<file path="src/rtl/div_pkg.sv">
// Shared constants for the sequential restoring divider: default width,
// counter width and the FSM state encoding.
package div_pkg;

  localparam int DIV_WIDTH = 32;
  localparam int CNT_W     = $clog2(DIV_WIDTH);

  typedef enum logic [2:0] {
    S_IDLE = 3'd0,
    S_RUN  = 3'd1,
    S_FIX  = 3'd2,
    S_ZERO = 3'd3,
    S_DONE = 3'd4
  } state_t;

endpackage

</file>
<file path="src/rtl/div_restoring_step.sv">
// One restoring division step: shift {rem, quo} left, trial-subtract the divisor,
// keep the difference and set the quotient bit only when it does not go negative.
module div_restoring_step #(
  parameter int W = 32
) (
  input  logic [W-1:0] rem_i,
  input  logic [W-1:0] quo_i,
  input  logic [W-1:0] divisor_i,
  output logic [W-1:0] rem_o,
  output logic [W-1:0] quo_o
);

  logic [W:0]   shifted;
  logic [W+1:0] trial;
  logic         trial_neg;

  assign shifted = {rem_i, quo_i[W-1]};
  assign trial   = {1'b0, shifted} - {2'b00, divisor_i};
  // A non-negative trial is always below 2^W, so any set upper bit means a borrow.
  assign trial_neg = |trial[W+1:W];

  assign rem_o = trial_neg ? shifted[W-1:0] : trial[W-1:0];
  assign quo_o = {quo_i[W-2:0], ~trial_neg};

endmodule

</file>
<file path="src/rtl/seq_divider_32bit.sv">
// Multi-cycle div/divu: quotient on Low, remainder on High, Done pulse after edge WIDTH+1
// (edge 2 on divide-by-zero); Start is ignored while Busy.
module seq_divider_32bit
  import div_pkg::*;
#(
  parameter int WIDTH = div_pkg::DIV_WIDTH
) (
  input  logic             CLK,
  input  logic             Reset,
  input  logic             Start,
  input  logic             Signed,
  input  logic [WIDTH-1:0] A,
  input  logic [WIDTH-1:0] B,
  output logic             Busy,
  output logic             Done,
  output logic [WIDTH-1:0] High,
  output logic [WIDTH-1:0] Low,
  output logic             DivByZero
);

  localparam int             CW   = $clog2(WIDTH);
  localparam logic [CW-1:0]  LAST = CW'(WIDTH - 1);

  state_t           state_q;
  logic [CW-1:0]    cnt_q;
  logic [WIDTH-1:0] rem_q, quo_q, dvsr_q;
  logic             neg_quo_q, neg_rem_q;
  logic             busy_q, done_q, dbz_q;
  logic [WIDTH-1:0] high_q, low_q;

  logic [WIDTH-1:0] rem_d, quo_d;
  logic [WIDTH-1:0] abs_a, abs_b;
  logic             b_zero;

  assign abs_a  = (Signed && A[WIDTH-1]) ? -A : A;
  assign abs_b  = (Signed && B[WIDTH-1]) ? -B : B;
  assign b_zero = (B == '0);

  div_restoring_step #(.W(WIDTH)) u_step (
    .rem_i     (rem_q),
    .quo_i     (quo_q),
    .divisor_i (dvsr_q),
    .rem_o     (rem_d),
    .quo_o     (quo_d)
  );

  always_ff @(posedge CLK or negedge Reset) begin
    if (!Reset) begin
      state_q   <= S_IDLE;
      cnt_q     <= '0;
      rem_q     <= '0;
      quo_q     <= '0;
      dvsr_q    <= '0;
      neg_quo_q <= 1'b0;
      neg_rem_q <= 1'b0;
      busy_q    <= 1'b0;
      done_q    <= 1'b0;
      dbz_q     <= 1'b0;
      high_q    <= '0;
      low_q     <= '0;
    end else begin
      done_q <= 1'b0;
      case (state_q)
        S_IDLE: begin
          if (Start) begin
            busy_q    <= 1'b1;
            dbz_q     <= 1'b0;
            rem_q     <= '0;
            cnt_q     <= '0;
            dvsr_q    <= abs_b;
            // The zero path reports the raw dividend, so park it in the quotient register.
            quo_q     <= b_zero ? A : abs_a;
            neg_quo_q <= Signed & (A[WIDTH-1] ^ B[WIDTH-1]);
            neg_rem_q <= Signed & A[WIDTH-1];
            state_q   <= b_zero ? S_ZERO : S_RUN;
          end
        end
        S_RUN: begin
          rem_q <= rem_d;
          quo_q <= quo_d;
          cnt_q <= cnt_q + 1'b1;
          if (cnt_q == LAST) state_q <= S_FIX;
        end
        S_FIX: begin
          low_q   <= neg_quo_q ? -quo_q : quo_q;
          high_q  <= neg_rem_q ? -rem_q : rem_q;
          done_q  <= 1'b1;
          state_q <= S_DONE;
        end
        S_ZERO: begin
          // Two cycles here so Done lands after edge 2 of the request.
          if (cnt_q == '0) begin
            cnt_q <= CW'(1);
          end else begin
            cnt_q   <= '0;
            low_q   <= '1;
            high_q  <= quo_q;
            dbz_q   <= 1'b1;
            done_q  <= 1'b1;
            state_q <= S_DONE;
          end
        end
        S_DONE: begin
          busy_q  <= 1'b0;
          state_q <= S_IDLE;
        end
        default: begin
          busy_q  <= 1'b0;
          state_q <= S_IDLE;
        end
      endcase
    end
  end

  assign Busy      = busy_q;
  assign Done      = done_q;
  assign High      = high_q;
  assign Low       = low_q;
  assign DivByZero = dbz_q;

endmodule
</file>
<file path="config.mk">
export PLATFORM = sky130hd
export DESIGN_NAME = seq_divider_32bit
export DESIGN_NICKNAME = d
export VERILOG_FILES = /design/src/rtl/div_pkg.sv /design/src/rtl/div_restoring_step.sv /design/src/rtl/seq_divider_32bit.sv
export SDC_FILE = /design/constraint.sdc
export NUM_CORES = 1
export LEC_CHECK = 0
export CAP_MARGIN = 15
export CELL_PAD_IN_SITES_DETAIL_PLACEMENT = 0
export CELL_PAD_IN_SITES_GLOBAL_PLACEMENT = 1
export CORE_MARGIN = 2
export CORE_UTILIZATION = 45
export CTS_BUF_LIST = sky130_fd_sc_hd__clkbuf_4 sky130_fd_sc_hd__clkbuf_8
export CTS_CLUSTER_SIZE = 12
export DETAILED_ROUTE_END_ITERATION = 8
export PLACE_DENSITY = 0.91
export SYNTH_ARGS = -nofsm -noshare
export SYNTH_HDL_FRONTEND = slang
export SYNTH_HIERARCHICAL = 1
export SYNTH_SLANG_ARGS = --single-unit
export TNS_END_PERCENT = 50
</file>
<file path="constraint.sdc">
create_clock -name CLK -period 11.4 [get_ports CLK]
set_input_delay 1.14 -clock CLK [delete_from_list [all_inputs] [get_ports CLK]]
set_output_delay 1.14 -clock CLK [all_outputs]
set_load 0.02 [all_outputs]
</file>
* Yosys cells after proc, flatten, opt, wreduce, memory -nomap -nowiden
Cells that the tools add are included.
Widths: inputs -> output; s select.
** Word-level totals
- Latch bits :: 0
- Memories kept :: 0
- Register bits :: 173
- Input port bits :: 68
- Output and inout port bits :: 67
- Logic and storage cells :: 77
- ROM bits :: 0
- Memory bits (writable) :: 0
** Cells by class
- Multiply operators :: 0
- Add/sub/neg operators :: 6
- Reduce and logical (&&, ||, !) cells :: 18
- Multiplexer cells :: 29
- $lt $le $gt $ge :: 0
- Shift-type cells :: 0
- Eq/ne operators :: 7
- Div/mod/pow operators :: 0
- Bitwise operators :: 5
** Operators by type and width (count)
- $mux 32 :: 10
- $pmux 32 s2 :: 4
- $neg 32->32 :: 4
- $sub 33x32->34 :: 1
- $logic_not 32->1 :: 1
- $pmux 5 s3 :: 1
- $pmux 3 s4 :: 1
- $reduce_and 2->1 :: 5
- $mux 3 :: 3
- $eq 3x2->1 const B :: 2
- $ne 2x2->1 const B :: 3
- $pmux 1 s2 :: 3
- $reduce_and 3->1 :: 2
- $reduce_bool 2->1 :: 3
- $add 5x1->5 const B :: 1
- $eq 5x5->1 const B :: 1
- $logic_not 5->1 :: 1
- $mux 1 :: 5
- $mux 5 :: 1
- $eq 3x1->1 const B :: 1
- $logic_not 3->1 :: 1
- $reduce_bool 3->1 :: 1
- $reduce_or 3->1 :: 1
- $and 1x1->1 :: 2
- other kinds (5) :: 7

* Depth between registers and ports, before layout
Gate-level depths: netlist (run 1).
- Word-level depth :: 5
- Mapped depth :: 16
- Depth with buffers taken out :: 15

* Modules after synthesis
The synthesis (run 1) kept the hierarchy.
** By module, submodules not included
- seq_divider_32bit :: instances 1, sequential area each 4329.2 um2, area each 9967.1 um2, cells an instance 1096
- div_restoring_step :: instances 1, sequential area each 0.0 um2, area each 2598.7 um2, cells an instance 345

* Worst setup path after synthesis (run 1)
No wires, ideal clock.
- Kind :: reg-to-reg
- Start point :: reg quo_q[31]
- End point :: reg rem_q[7]
- Arrival :: 3.615 ns
- Cell stages (with the launch flop) :: 16
- Setup time :: 0.121 ns
- Path buffers :: 1
- Required time :: 11.279 ns
- Setup slack :: 7.664 ns
- Period minus slack after synthesis :: 3.736 ns
- Cells stage by stage :: dfrtp_1 > inv_1 > ha_1 > inv_1 > fa_1 > a211oi_2 > o21ai_1 > a41o_1 > a22o_4 > a311oi_2 > o2111ai_1 > a31o_1 > mux2i_4 > buf_12 > mux2_4 > a22o_1
** Between the ends
- Longest elaborated chain between the ends :: 4
** RTL lines
- start, declared :: line seq_divider_32bit.sv:26 : logic [WIDTH-1:0] rem_q, quo_q, dvsr_q;
- start signal, assigned :: line seq_divider_32bit.sv:72 : quo_q <= b_zero ? A : abs_a;
- start signal, assigned :: line seq_divider_32bit.sv:80 : quo_q <= quo_d;
- $sub 33x32->34 * :: line div_restoring_step.sv:18 : assign trial = {1'b0, shifted} - {2'b00, divisor_i};
- $reduce_or 2->1 :: line div_restoring_step.sv:20 : assign trial_neg = |trial[W+1:W];
- $mux 32 * :: line div_restoring_step.sv:22 : assign rem_o = trial_neg ? shifted[W-1:0] : trial[W-1:0];
- net rem_d[7] :: line seq_divider_32bit.sv:31 : logic [WIDTH-1:0] rem_d, quo_d;
- $pmux 32 s2 * :: line seq_divider_32bit.sv:63 : case (state_q)
- end signal, assigned :: line seq_divider_32bit.sv:79 : rem_q <= rem_d;
- end, declared :: line seq_divider_32bit.sv:26
Mark *: on every way through the listed nets, which the timed path passes. The rest lies on a longest branch.
A chain may end at the register's enable or synchronous reset.

* Final worst setup path (run 1)
- Start point :: reg quo_q[31]
- End point :: reg rem_q[2]
The elaborated chain is that of the path after synthesis.

==> qor.csv, run 1 <==
metric;value;unit
final_hold_viol_count;0;
crit_path_frequent_cell;inv_1;
slowest_stage;dfrtp_1;
skew;0.01808;ns
reg2regPathDepth;15;
syn-cell-area;12570;um2
ios;135;
path_clk_slew;0.11;ns
seqPwrFrac;29.5;%
grt.met2_usage;38.43;%
die_area;29280;um2
grt_max_degree;103;
clk_latency;0.48;ns
slew_headroom;31.81;%
synth_area_leader_cell;dfrtp_1;
drt.antenna.violating_nets;0;
gp_congestion;0.8948;
criticalPathCategory;register to register;
critPathBufInv;3;
worst-path-stages;15;
syn_area_per_cell;8.720;um2
postSynthCellCount;1441;
setup_viol;0;
power.internal;0.002317;W
final.setup.tns;0;ns
crit_family;compound AO/OA/AOI/OAI gates;
min_path_type;register to register;
timing.final.crit_share;39.83;%
fmax;220.3;MHz
p_leak;5.762;nW
antenna_found_initial;0;
slew_violations;0;
status;complete, no violations;
min_path_cells;2;
grt_busiest_layer;met2;
cp.arrival;4.90;ns
root_buffer;clkbuf_8;
overflow;0;
nNetsFinal;1600;
vias_per_cell;5.900;
tightestPinTransition;1.023;ns
totalWireLength;35690;um
peakVddDrop;0.0001654;V
yosys_warnings;6;
start_util;45.48;%
fp-row-count;61;
r2r_start;quo_q[31];
drt_iter0_drc;1039;
via_count;11110;
clock_sinks;173;
end_kind;register;
multi_input_area;7421;um2
post-synth-top-count-cell;dfrtp_1;
seq_area;4329;um2
synth-seq-area-share;34.45;%
synth_common_cells;dfrtp_1 (173), nand2_1 (137), o21ai_0 (122), nor2_1 (113), a21oi_1 (106);
diodes;0;
synth_ff_type;dfrtp_1;
rsz0062_at_grt;no;
synth_top_area_share;34.45;%
holdBufCountCts;0;
min_from;dvsr_q[19];
cellPowerDensity;303.2;nW/um2
core;27630;um2
met1_usage;34.18;%
placed_cells;1851;
post_cts_buffers;0;
max_stage_delay;0.51;ns
grt.total_usage;24.43;%
use_met3;4.233;%
p_comb_share;60.3;%
htreeDepth;4;
cts_made_buffers;17;
drive_gt1_share;9.037;%
critPathMaxFanout;29;
switching_share;46.50;%
setup.worst_path.start_class;register;
die_w;171.1;um
period_minus_slack;4.540;ns
netSwitchingPower;0.002014;W
crit_start;quo_q[31];
post_drt_wl_per_cell;18.95;um
synthTopCellsByArea;dfrtp_1 (34%), xor2_1 (6.1%), o21ai_0 (4.9%);
fp.dieH;171.1;um
clkPwrFrac;10.2;%
dr.pass1.iters;6;
ys_ff_latch;173;
grt_pass1_vias;10570;
cp.required;11.76;ns
grt_pass1_wl;56590;um
cts_tree;yes;
clk_path_buf_depth;2;
utilization;51.69;%
synth_nets;1549;
async_reset_ff_share;100.0;%
cts-resized-gates;0;
drcViolationCount;0;
hpwl;26510;um
port_buffers;134;
syn_to_final_growth;13.66;%
final_cells;1883;
final.fill_count;2655;
drv_cap;0;
synth-edff-count;0;
synth.distinct_cells;90;
path_cells;inv_1, ha_1, inv_1, fa_1, a211oi_2, o21ai_1, a41o_1, a22o_4, a311oi_2, o2111ai_1, a31o_1, mux2i_4, buf_4, mux2_2, a22o_1;
==> final timing paths <==
path	endpoint	slack [ns]
setup / recovery	rem_q[2]	6.86
hold / removal	dvsr_q[19]	0.49
setup reg to reg	rem_q[2]	6.86
hold reg to reg	dvsr_q[19]	0.49
max in group asynchronous	dvsr_q[28]	9.13
min in group asynchronous	quo_q[6]	0.74
==> layout by cell type (no fill, tap or decap), types with 16 or more instances in the layout <==
cell type,Yosys,routed
nand3_1,35,35
a21oi_1,106,106
nand2_1,137,136
or4_1,17,17
nor3_1,22,22
inv_1,58,58
nor2_1,113,110
or3_1,22,22
clkbuf_8,0,18
dfrtp_1,173,173
o21ai_0,122,122
xnor2_1,41,41
ha_1,39,39
clkdlybuf4s50_1,0,133
a22oi_1,27,27
o31ai_1,16,16
mux2_4,28,28
xor2_1,88,88
a22o_1,38,38
==> flip-flops by register name (all words and copies together) (netlist names), 3 cells and up <==
name and count:
rem_q 32, Low 32, High 32, cnt_q 5, state_q 3, dvsr_q 32
quo_q 32
==> layer usage <==
layer | vias to the layer above | routed length [um] | part of all wire [%]
met5 | - | 0 | 0
met4 | 0 | 926 | 2.6
met3 | 62 | 2320 | 6.5
met2 | 366 | 16200 | 45
met1 | 5385 | 16240 | 45
li1 | 5297 | - | -
==> metrics by stage <==
step	power (W)	area, um2	setup WS, ns	hold WS [ns]
after floorplan	0.003280	12570	7.664	0.4459
after global placement	0.003806	13880	6.957	0.4620
after detailed placement	0.003857	13880	6.910	0.4658
after CTS	0.004304	14280	6.935	0.4913
after global routing	0.004644	14280	6.636	0.5260
final	0.004331	14280	6.860	0.4882
==> logic make-up after synthesis <==
family	after synthesis	share of synthesized area (%)
AO/OA/AOI/OAI	447	23.74
XOR/XNOR	129	8.991
adder cells (fa/ha/maj)	40	4.043
buffers and inverters	174	6.691
flip-flops	173	34.45
multiplexers	42	4.600
AND/OR/NAND/NOR	436	17.48
==> area by class of cell <==
class                   count  share of cell area (%)
clock buffers              18                   1.735
clock inverters            14                   1.051
inverters                  59                   1.551
multi-input cells        1094                   51.96
flip-flops and latches    173                   30.31
well taps                 378                   3.311
repair buffers            147                   10.08
==> worst min-delay path, stage by stage, from the launching register on <==
cell and delay (ns):
dfrtp_1 0.36, nand2_1 0.05, o21ai_0 0.06
==> power by group through the flow <==
| stage | logic, W | registers (W) | clock network [W] |
|---|---|---|---|
| after floorplan | 0.00215 | 0.00113 | 0 |
| after global placement | 0.00254 | 0.00127 | 0 |
| after detailed placement | 0.00258 | 0.00128 | 0 |
| after CTS | 0.00260 | 0.00126 | 0.000445 |
| after global routing | 0.00286 | 0.00131 | 0.000473 |
| final | 0.00261 | 0.00128 | 0.000440 |
No activity file was read; power rests on OpenSTA's default activity.
==> inputs of run 2 (changes only) <==
- CORE_UTILIZATION: 45 -> 41
- PLACE_DENSITY: 0.91 -> 0.88
- clock period: 11.4 -> 3.9 ns (I/O delays scaled with it)
==> run 2 against run 1 <==
  * Critical path type unchanged
  * Core utilization shrank 3.3 points
  * Via count grew 1.8%
  * Worst setup slack lost 6.8 ns
  * Highest routed layer unchanged
  * Non-clock buffer count grew 31
==> qor.csv, run 2 (same netlist as run 1, synthesis figures left out) <==
metric;value;unit;change
clk_path_buf_depth;2;;unchanged
slew_violations;0;;unchanged
status;complete, no violations;;
antenna_found_initial;0;;unchanged
crit_path_frequent_cell;inv_2;;
htreeDepth;4;;unchanged
grt_max_degree;111;;+7.8%
cts_tree;yes;;
drt-met1-wl;16630;um;+2.4%
path_clk_slew;0.10;ns;about the same
max_stage_delay;0.40;ns;-0.11 ns
dp_slack;0.0009122;ns;-6.909 ns
route.met2.wl;16610;um;+2.5%
cp.arrival;4.26;ns;-0.64 ns
routed.top_layer;met4;;
totalWireLength;36650;um;+2.7%
final_hold_viol_count;0;;unchanged
core;30350;um2;+9.8%
via_count;11320;;+1.8%
post_drt_wl_per_cell;18.97;um;about the same
die_area;32060;um2;+9.5%
fin_ws;0.01352;ns;-6.846 ns
path_cells;inv_2, ha_4, inv_2, fa_2, a211oi_2, o21ai_1, a41o_1, a22o_4, a311oi_4, o2111ai_1, a31o_1, mux2i_4, clkbuf_16, buf_8, mux2_4, a22o_1;;
cellPowerDensity;912.1;nW/um2;+200%
fmax;257.3;MHz;+17%
dr.pass1.iters;7;;+1
clock_sinks;173;;unchanged
nNetsFinal;1631;;+1.9%
root_buffer;clkbuf_8;;
gp_congestion;0.8879;;-0.77%
slowest_stage;dfrtp_1;;
skew;0.02150;ns;+0.003414 ns
p_leak;5.955;nW;+3.4%
grt_pass1_vias;10560;;-0.11%
ios;135;;unchanged
grt.total_usage;22.93;%;-1.5 points
setup.worst_path.start_class;register;;
criticalPathCategory;register to register;;
port_buffers;134;;unchanged
slew_headroom;24.32;%;-7.5 points
wl_met3;2415;um;+4.1%
setup_viol;0;;unchanged
reg2regPathDepth;16;;+1
fp.dieH;179.1;um;+4.7%
rsz0062_at_grt;yes;;
min_path_type;input port to async pin;;
critPathMaxFanout;5;;-83%
fp-row-count;64;;+4.9%
grt_pass1_wl;57500;um;+1.6%
drive_gt1_share;11.13;%;+2.1 points
tightestPinTransition;1.135;ns;+0.1124 ns
drt.antenna.violating_nets;0;;unchanged
holdBufCountCts;0;;unchanged
syn_to_final_growth;16.80;%;
clk_latency;0.49;ns;about the same
timing.final.crit_share;99.65;%;+60 points
layout_common_cells;dfrtp_1 (173), nand2_1 (136), clkdlybuf4s50_1 (133);;
drt_iter0_drc;939;;-9.6%
hold_ws;0.01774;ns;-0.4705 ns
peakVddDrop;0.0004026;V;+140%
drv_cap;0;;unchanged
vias_per_cell;5.857;;-0.74%
diodes;0;;unchanged
die_w;179.1;um;+4.7%
layout_commonest_cell;dfrtp_1;;
cp.required;4.27;ns;-7.49 ns
hpwl;27250;um;+2.8%
cts_made_buffers;17;;unchanged
end_kind;register;;
start_util;41.40;%;-4.1 points
overflow;0;;unchanged
finalPower;0.01339;W;+210%
drcViolationCount;0;;unchanged
period_minus_slack;3.886;ns;-0.6536 ns
[run 2: cell type report]
class	instances	area, um2
sequential	173	4329
clock buffer	19	255.2
clock inverter	13	152.6
tap	396	495.5
fill	2838	15670
timing repair buffer	178	1772
inverter	59	221.5
multi-input combinational	1094	7451
[run 2: per-stage QoR]
stage,utilization [%],TNS [ns],std cells,cell area (um2)
6_report,48.36,0,1932,14680
5_1_grt,48.36,-1.558,1932,14680
4_1_cts,47.85,0,1923,14520
3_5_place_dp,46.49,0,1891,14110
3_3_place_gp,46.49,0,1891,14110
2_1_floorplan,-,0,1441,12570
[run 2: per-layer routing]
layer / global-route usage [%] / vias to the layer above
met5: 0 / -
met4: 8.198 / 0
met3: 4.432 / 58
met2: 35.35 / 389
met1: 31.97 / 5507
li1: - / 5361
[run 2: final timing paths]
check                                from    endpoint  slack (ns)
worst max-delay path            quo_q[31]    rem_q[3]        0.01
worst min-delay path                Reset  dvsr_q[25]        0.02
worst max register to register  quo_q[31]    rem_q[3]        0.01
worst min register to register  dvsr_q[7]   dvsr_q[7]        0.48
max in group asynchronous           Reset     Low[27]        2.91
min in group CLK                dvsr_q[7]   dvsr_q[7]        0.48
[run 2: where the power goes]
group          internal [W]  switching [W]  total (W)  leakage, nW
registers           0.00248        0.00108    0.00356         2.06
clock network      0.000608       0.000730    0.00134        0.197
logic               0.00429        0.00420    0.00849         3.70
[run 2: timing repair]
action	in CTS	in global routing
buffers inserted	0	7
pin swaps	0	9
resized for setup	1	16
setup endpoints to repair	3	31
gates cloned	0	2
[run 2: worst max-delay path: cells and delay by family, from the launching register on]
family,cells,cell delay (ns)
DFF,1,0.40
adders and majority gates,2,0.49
AOI/OAI and AO/OA,8,1.83
muxes,2,0.60
buffers and inverters,4,0.45
==> inputs of run 3 (changes only) <==
- CELL_PAD_IN_SITES_DETAIL_PLACEMENT: 0 -> default
- CELL_PAD_IN_SITES_GLOBAL_PLACEMENT: 1 -> default
- CORE_UTILIZATION: 41 -> 45
- PLACE_DENSITY: 0.88 -> 0.76
==> run 3 against run 2 <==
  * Clock-buffer cell count decreased by 1
  * Global-route usage increased by 1.8 points
  * Register-to-register slack improved by 0.11 ns
  * Critical path depth unchanged
  * Final cell count decreased by 1.2%
  * Clock skew about the same
  * Sequential share of layout area increased by 0.17 points
  * Non-clock buffer count decreased by 4
  * Largest power group unchanged
==> qor.csv, run 3 (same netlist as run 1, synthesis figures left out) <==
metric;value;unit;change
status;complete, no violations;;
clk_path_buf_depth;2;;unchanged
overflow;0;;unchanged
final_cells;1909;;-1.2%
critPathMaxFanout;10;;+5
timing.final.crit_share;96.93;%;-2.7 points
vias_per_cell;6.005;;+2.5%
port_buffers;134;;unchanged
seq_area;4329;um2;unchanged
slew_violations;0;;unchanged
tightestPinTransition;0.9754;ns;-0.1598 ns
root_buffer;clkbuf_8;;
die_w;171.1;um;-4.4%
path_clk_slew;0.11;ns;about the same
slowest_stage;dfrtp_1;;
dr.pass1.iters;7;;unchanged
drt.antenna.violating_nets;0;;unchanged
gp_congestion;0.9362;;+5.4%
crit_start;quo_q[31];;
drt_iter0_drc;1200;;+28%
ios;135;;unchanged
cp.required;4.28;ns;about the same
htreeDepth;4;;unchanged
p_leak;5.934;nW;-0.36%
drive_gt1_share;10.71;%;-0.42 points
fp.dieH;171.1;um;-4.4%
path_cells;inv_1, ha_1, inv_1, fa_2, a211oi_2, o21ai_2, a41o_1, a22o_4, a311oi_4, o2111ai_2, a31o_1, mux2i_4, buf_12, clkbuf_16, mux2_4, a22o_1;;
cts_tree;yes;;
layout_commonest_cell;dfrtp_1;;
period_minus_slack;3.780;ns;-0.1063 ns
drcViolationCount;0;;unchanged
drt-met1-wl;15370;um;-7.6%
worstSetupEndpoint;rem_q[7];;
syn_to_final_growth;16.12;%;
cp.arrival;4.16;ns;-0.10 ns
grt_max_degree;93;;-16%
worst-path-stages;16;;unchanged
drv_cap;0;;unchanged
slew_headroom;34.88;%;+11 points
clock_sinks;173;;unchanged
route.met2.wl;16820;um;+1.3%
r2r_end;rem_q[7];;
clk_latency;0.50;ns;about the same
post_drt_wl_per_cell;18.96;um;about the same
die_area;29280;um2;-8.7%
crit_family;compound AO/OA/AOI/OAI gates;;
fmax;264.5;MHz;+2.8%
routed.top_layer;met4;;
diodes;0;;unchanged
totalWireLength;36200;um;-1.2%
setup.worst_path.start_class;register;;
hold_ws;0.4902;ns;+0.4724 ns
grt.total_usage;24.77;%;+1.8 points
critPathBufInv;4;;unchanged
r2r_start;quo_q[31];;
cts_made_buffers;17;;unchanged
cellPowerDensity;907.2;nW/um2;-0.54%
grt_pass1_wl;57150;um;-0.61%
fp-row-count;61;;-4.7%
nNetsFinal;1627;;-0.25%
final_hold_viol_count;0;;unchanged
multi_input_area;7445;um2;about the same
peakVddDrop;0.0005196;V;+29%
min_path_type;input port to async pin;;
layout_common_cells;dfrtp_1 (173), nand2_1 (136), clkdlybuf4s50_1 (133);;
placed_cells;1871;;-1.1%
hpwl;26980;um;-1.0%
r2r_setup_slack;0.12;ns;+0.11 ns
setup_viol;0;;unchanged
end_kind;register;;
grt_pass1_vias;10770;;+2.0%
via_count;11460;;+1.3%
start_util;45.48;%;+4.1 points
skew;0.02114;ns;-0.0003566 ns
max_stage_delay;0.41;ns;about the same
antenna_found_initial;0;;unchanged
wl_met3;2887;um;+20%
crit_path_frequent_cell;inv_1;;
final.fill_count;2605;;-8.2%
criticalPathCategory;register to register;;
core;27630;um2;-9.0%
reg2regPathDepth;16;;unchanged
[run 3: timing repair]
item / 4_1_cts / 5_1_grt
endpoints found under the hold margin: 81 / 0
resized for setup: 1 / 6
buffers inserted: 0 / 4
pin swaps: 0 / 5
hold buffers: 1 / 0
endpoints found under the setup margin: 2 / 32
cloned: 0 / 2
[run 3: final cells by class]
cell class | count | share of cell area [%]
repair buffers | 174 | 11.94
clock inverters | 13 | 0.9089
inverters | 59 | 1.518
multi-input cells | 1094 | 51.02
flip-flops and latches | 173 | 29.67
clock buffers | 18 | 1.698
well taps | 378 | 3.241
[run 3: power breakdown]
group / switching [W] / internal [W]
clock: 0.000726 / 0.000533
combinational: 0.00421 / 0.00425
sequential: 0.00103 / 0.00248
total: 0.00597 / 0.00727
[run 3: worst min path at each step]
stage | startpoint | endpoint | slack (ns) | cells after the start
finish | Reset | quo_q[2] | 0.49 | 2
floorplan | Reset | Busy | 0.09 | 0
detailed placement | dvsr_q[12] | dvsr_q[12] | 0.47 | 2
global placement | dvsr_q[17] | dvsr_q[17] | 0.46 | 2
CTS | dvsr_q[10] | dvsr_q[10] | 0.49 | 2
global route | dvsr_q[17] | dvsr_q[17] | 0.52 | 2
[run 3: stage by stage]
| step | instance area (um2) | utilization [%] | setup slack (ns) | setup TNS (ns) | power, W |
|---|---|---|---|---|---|
| 4_1_cts | 14470 | 52.39 | -0.01246 | -0.01246 | 0.01277 |
| 3_5_place_dp | 14070 | 50.93 | 0.002846 | 0 | 0.01147 |
| 5_1_grt | 14590 | 52.81 | -0.0005431 | -0.0005431 | 0.01411 |
| 6_report | 14590 | 52.81 | 0.1198 | 0 | 0.01324 |
| 3_3_place_gp | 14070 | 50.93 | 0.08768 | 0 | 0.01126 |
| 2_1_floorplan | 12570 | - | 0.1641 | 0 | 0.009588 |
[run 3: metal layers]
metal	vias to the layer above	GRT usage [%]
li1	5346	-
met1	5585	33.73
met2	462	39.31
met3	71	4.464
met4	0	9.322
met5	-	0
